$ cat config.mk
export PLATFORM = sky130hd
export DESIGN_NAME = debouncer
export DESIGN_NICKNAME = d
export VERILOG_FILES = /design/src/rtl/debouncer_pkg.sv /design/src/rtl/debouncer_sync_2ff.sv /design/src/rtl/debouncer.sv
export SDC_FILE = /design/constraint.sdc
export NUM_CORES = 1
export LEC_CHECK = 0
export BUFFER_PORTS_ARGS = -buffer_cell sky130_fd_sc_hd__buf_4
export CAP_MARGIN = 25
export CORE_MARGIN = 1.5
export CORE_UTILIZATION = 25
export CTS_CLUSTER_DIAMETER = 150
export CTS_CLUSTER_SIZE = 8
export DETAILED_ROUTE_END_ITERATION = 12
export HOLD_SLACK_MARGIN = 0.05
export PLACE_DENSITY = 0.41
export SLEW_MARGIN = 20
export SYNTH_ARGS = -nofsm -noshare
export SYNTH_HDL_FRONTEND = slang
export SYNTH_SLANG_ARGS = --single-unit
$ cat constraint.sdc
create_clock -name CLK -period 2.2 [get_ports CLK]
set_input_delay 0.44 -clock CLK [delete_from_list [all_inputs] [get_ports CLK]]
set_output_delay 0.44 -clock CLK [all_outputs]
set_load 0.01 [all_outputs]
$ cat src/rtl/debouncer_pkg.sv
// Shared constants and helpers for the hysteresis debouncer.
// Build option: DEBOUNCER_SYNC_EN enables the input synchronizer in debouncer.
package debouncer_pkg;

  localparam int DEF_MAX_TH = 20;
  localparam int DEF_MIN_TH = 5;

  // Integrator counter width able to hold 0..max_th inclusive.
  function automatic int cnt_width(int max_th);
    return $clog2(max_th + 1);
  endfunction

endpackage

$ cat src/rtl/debouncer_sync_2ff.sv
// Two-flop synchronizer for bringing an asynchronous level into the CLK domain.
// Used by debouncer only when DEBOUNCER_SYNC_EN is defined.
module sync_2ff (
  input  logic CLK,
  input  logic RST,
  input  logic d,
  output logic q
);

  logic meta_r;

  // Two-stage capture; both stages clear on reset.
  always_ff @(posedge CLK or posedge RST) begin
    if (RST) begin
      meta_r <= 1'b0;
      q      <= 1'b0;
    end else begin
      meta_r <= d;
      q      <= meta_r;
    end
  end

endmodule

$ cat src/rtl/debouncer.sv
// Hysteresis debouncer: saturating up/down integrator with upper/lower thresholds.
// Build option: define DEBOUNCER_SYNC_EN to pass 'in' through a two-flop synchronizer first.
module debouncer
  import debouncer_pkg::*;
#(
  parameter int P_MAX_TH = DEF_MAX_TH,
  parameter int P_MIN_TH = DEF_MIN_TH
) (
  input  logic CLK,
  input  logic RST,
  input  logic in,
  output logic out,
  output logic rise,
  output logic fall
);

  localparam int CW = cnt_width(P_MAX_TH);
  localparam logic [CW-1:0] MAX_C = CW'(P_MAX_TH);
  localparam logic [CW-1:0] MIN_C = CW'(P_MIN_TH);

  if ((P_MIN_TH >= P_MAX_TH) || (P_MAX_TH < 2) || (P_MIN_TH < 0)) begin : g_bad_params
    $error("debouncer: illegal thresholds P_MAX_TH=%0d P_MIN_TH=%0d", P_MAX_TH, P_MIN_TH);
  end

  logic          sample_s;
  logic [CW-1:0] cnt_r;
  logic [CW-1:0] cnt_next_s;
  logic          out_next_s;

`ifdef DEBOUNCER_SYNC_EN
  sync_2ff u_sync (
    .CLK (CLK),
    .RST (RST),
    .d   (in),
    .q   (sample_s)
  );
`else
  assign sample_s = in;
`endif

  // Integrator step and threshold decision; the band between thresholds holds 'out'.
  always_comb begin
    cnt_next_s = cnt_r;
    out_next_s = out;
    if (sample_s && (cnt_r < MAX_C)) begin
      cnt_next_s = cnt_r + CW'(1);
    end else if (!sample_s && (cnt_r != {CW{1'b0}})) begin
      cnt_next_s = cnt_r - CW'(1);
    end else begin
      cnt_next_s = cnt_r;
    end

    if (cnt_next_s >= MAX_C) begin
      out_next_s = 1'b1;
    end else if (cnt_next_s <= MIN_C) begin
      out_next_s = 1'b0;
    end else begin
      out_next_s = out;
    end
  end

  // Counter, level and edge pulses, all registered together so pulses align with 'out'.
  always_ff @(posedge CLK or posedge RST) begin
    if (RST) begin
      cnt_r <= {CW{1'b0}};
      out   <= 1'b0;
      rise  <= 1'b0;
      fall  <= 1'b0;
    end else begin
      cnt_r <= cnt_next_s;
      out   <= out_next_s;
      rise  <= out_next_s & ~out;
      fall  <= ~out_next_s & out;
    end
  end

endmodule

# --- After elaboration in Yosys (flattened, before gate mapping) ---
# Index checks and enable logic that the tools add are counted.
classes:
  n_addsub: 2
  order_cmp: 3
  mux: 4
  bitwise: 4
  n_reduce_logical: 4
ops:
  columns: ["operator", "count"]
  rows:
  - ["two-way mux 5 bit", 2]
  - ["adder 5 x 1 -> 5 bit (second input constant)", 1]
  - [">= comparator 5 bit (second input constant)", 1]
  - ["less-or-equal comparator 5 x 3 -> 1 bit (second input constant)", 1]
  - ["less-than comparator 5 bit (second input constant)", 1]
  - ["nonzero test 5 bit", 1]
  - ["subtractor 5 x 1 -> 5 bit (second input constant)", 1]
  - ["AND 1 bit", 2]
  - ["logical AND 1 bit", 2]
  - ["two-way mux 1 bit", 2]
  - ["inverter 1 bit", 2]
  - ["logical NOT 1 bit", 1]
totals:
  regBits: 8
  input_bits: 3
  output_inout_bits: 3
  wordCells: 21

# --- Longest topological paths before layout ---
depth:
  ltp_word: 9
  mapped_depth: 7
  ltp_nobuf: 7

# --- Worst setup path before layout ---
# Ideal clock, no wire load.
synth_timing:
  path_kind: "register to register"
  from: "register cnt_r[1]"
  to: "register fall"
  setup_time_ps: 66
  arrival_ps: 1762
  t_required_ps: 2134
  slack_ps: 372
  stages_incl_launch_ff: 8
  n_path_buf: 0
  period_less_slack_ps: 1828
  path_cell_list: "dfrtp_1 inv_1 ha_1 or3b_4 a221oi_2 o2bb2ai_2 a211oi_2 and2_1"
synth_between:
  elab_chain_len: 9
  elab_cells_between_ends: 14
  classes_between: "add/sub (2); order compare (3); mux (4); bitwise (2); reduce/logical (3)"
synth_rtl:
  columns: ["element", "line_no", "text"]
  rows:
  - ["start, declared", "debouncer.sv:26", "logic [CW-1:0] cnt_r;"]
  - ["start signal, assigned", "debouncer.sv:65", "cnt_r <= {CW{1'b0}};"]
  - ["start signal, assigned", "debouncer.sv:70", "cnt_r <= cnt_next_s;"]
  - ["parallel branches: the longest is 3 deep, another holds subtractor 5 x 1 -> 5 bit", null, null]
  - ["two-way mux 5 bit (*)", "debouncer.sv:45", "if (sample_s && (cnt_r < MAX_C)) begin"]
  - ["net cnt_next_s[1]", "debouncer.sv:27", "logic [CW-1:0] cnt_next_s;"]
  - ["less-or-equal comparator 5 x 3 -> 1 bit", "debouncer.sv:55", "end else if (cnt_next_s <= MIN_C) begin"]
  - ["two-way mux 1 bit", "debouncer.sv:55", null]
  - ["two-way mux 1 bit (*)", "debouncer.sv:53", "if (cnt_next_s >= MAX_C) begin"]
  - ["inverter 1 bit (*)", "debouncer.sv:73", "fall <= ~out_next_s & out;"]
  - ["AND 1 bit (*)", "debouncer.sv:73", null]
  - ["end signal, assigned", "debouncer.sv:73", null]
  - ["end, declared", "debouncer.sv:14", "output logic fall"]
# Mark *: on every way through the listed nets, which the timed path passes.

# --- Worst setup path in the final report ---
# Ends and elaborated chain as after synthesis.

==> flow_metrics.tcl <==
set metrics [dict create \
    status "completed" \
    layout_commonest_cell "dfrtp_1" \
    syn_area_um2 542 \
    final_area_um2 594 \
    synth_cell_types 29 \
    p_leak_nw 0.262 \
    grt_max_degree 12 \
    die_h_um 49.6 \
    fmax_mhz 498 \
    arrival_ns 2.19 \
    gp_congestion 0.674 \
    cts_tree "done" \
    path_buf_inv 1 \
    overflow 0 \
    synth_edf_count 0 \
    clk_latency_ns 0.24 \
    pin_count 6 \
    drt-total-wl_um 945 \
    clockBufferDepth 2 \
    drt-vias-per-instance 4.61 \
    dieArea_um2 2460 \
    worst_pin_slew_ns 0.450 \
    top_layer_used "met4" \
    crit_slowest_cell "dfrtp_1" \
    area_growth_pct 9.70 \
    ctsResizeCount 0 \
    setup_viol 0 \
    finalClockSkew_ns 0.00181 \
    drc 0 \
    vdd_drop_max_mv 0.535 \
    die_x_um 49.6 \
    syn-instance-count 54 \
    r2r_slack_ns 0.19 \
    relSlewSlack 0.696 \
    antenna_left 0 \
    cts_root_buffer "clkbuf_4" \
    grt_pass1_wl_mm 1.58 \
    fin_util 0.297 \
    core_area_um2 2000 \
    numCtsBuffers 3 \
    worstPathMaxFanout 6 \
    path_cells "inv_1, ha_1, or3b_4, a221oi_2, o2bb2ai_2, a211oi_2, and2_1" \
    critPathLaunchType "flop" \
    dr_total_vias 392 \
    post-route-period-util 0.912 \
    cap_viol_max_count 0 \
    grt_use_total 0.0861 \
    hp-class "primary input to async pin" \
    synthFlopType "dfrtp_1" \
    hold_buffers 0 \
    dp_hpwl_um 718 \
    dpl.cell_count 82 \
    clock_sinks 8 \
    ys_seq_elements 8 \
    wl_per_cell_um 11.1 \
    placed_cell_area_um2 572 \
    cts_setup_buffers 0 \
    total_power_mw 0.825 \
    drive_gt1_frac 0.293 \
    layout_common_cells "dfrtp_1, inv_1, o21ai_0, buf_4, nand2_1" \
    p_per_area_nw_per_um2 1390 \
    cts.clk_slew.worst_paths_ns 0.05 \
    fin_cells 85 \
    worst-setup-path-type "flop to flop" \
    rsz0062_at_grt "no" \
    grt_pass1_vias 366 \
    synthArstFlopShare 1.00 \
    endpoint_kind "flop" \
    std_cell_rows 16 \
    antenna_found_initial 0 \
    min_period_ns 2.01 \
    yosysSeqAreaShare 0.370 \
    nNetsFinal 65 \
    critPathTopFamily "compound AO/OA/AOI/OAI gates" \
    yosysWarningCount 0 \
    dr_wl_met3_um 16 \
    fin_setup_tns_ns 0 \
    synth_fp_nets 59 \
    initial_core_util 0.271 \
    n_antenna_cell 0 \
    worst_path_largest_cell_delay_ns 0.44 \
    drt_first_iter_violations 2 \
    slew_violations 0 \
    wl_met1_um 477 \
    rr_startpoint "cnt_r[1]" \
    met2WireLength_um 446 \
    critPathRequiredTime_ns 2.38 \
    final_hold_viol_count 0 \
    h-tree-depth 1 \
    critPathLaunch "cnt_r[1]" \
    avgSynthCellArea_um2 10.0 \
    port_buffers 5 \
    first_pass_iters 4 \
]
[synth_stat cells (2+ instances only)]
cell type	count	share of area
nor2_1	2	0.014
o21ai_0	5	0.046
nand2_1	4	0.028
dfrtp_1	8	0.37
a21oi_1	3	0.028
inv_1	7	0.049
ha_1	2	0.046
buf_6	2	0.042
[state kept, by name, indices dropped and copies added (netlist names)]
signal	count
cnt_r	5
fall	1
out	1
rise	1
[per-layer routing]
metal / GRT usage / up-vias
met5: 0 / -
met4: 0.0417 / 0
met3: 0.0364 / 2
met2: 0.129 / 2
met1: 0.106 / 188
li1: - / 200
[logic make-up (layout without fill, tap and decap cells)]
| group | Yosys count | after routing | share of synthesized area |
|---|---|---|---|
| adder cells (fa/ha/maj) | 2 | 2 | 0.0462 |
| AND/OR/NAND/NOR | 12 | 12 | 0.134 |
| XOR/XNOR | 1 | 1 | 0.0162 |
| multiplexers | 1 | 1 | 0.0185 |
| buffers and inverters | 11 | 15 | 0.125 |
| flip-flops | 8 | 8 | 0.370 |
| AO/OA/AOI/OAI | 19 | 19 | 0.291 |
[power by group]
| part | internal (mW) | switching, mW |
|---|---|---|
| combinational | 0.204 | 0.200 |
| clock | 0.0620 | 0.0437 |
| sequential | 0.207 | 0.108 |
[path summary, 6_finish.rpt]
check,depth (start not counted),endpoint
max,7,fall
min reg2reg,1,rise
max in group asynchronous,2,cnt_r[4]
min in group CLK,1,rise
max reg2reg,7,fall
min,2,fall
[layout make-up]
type / count / area, um2
tap: 27 / 33.8
fill: 219 / 1410
multi-input combinational: 35 / 274
sequential: 8 / 200
inverter: 7 / 26.3
clock buffer: 3 / 22.5
timing repair buffer: 5 / 37.5
[metrics by stage]
stage | setup WS, ns | hold slack, ns
floorplan | 0.372 | 0.256
global placement | 0.188 | 0.407
detailed placement | 0.185 | 0.412
CTS | 0.172 | 0.142
global route | 0.0546 | 0.149
finish | 0.193 | 0.143
Note: power is estimated with default switching activity, not from simulation.
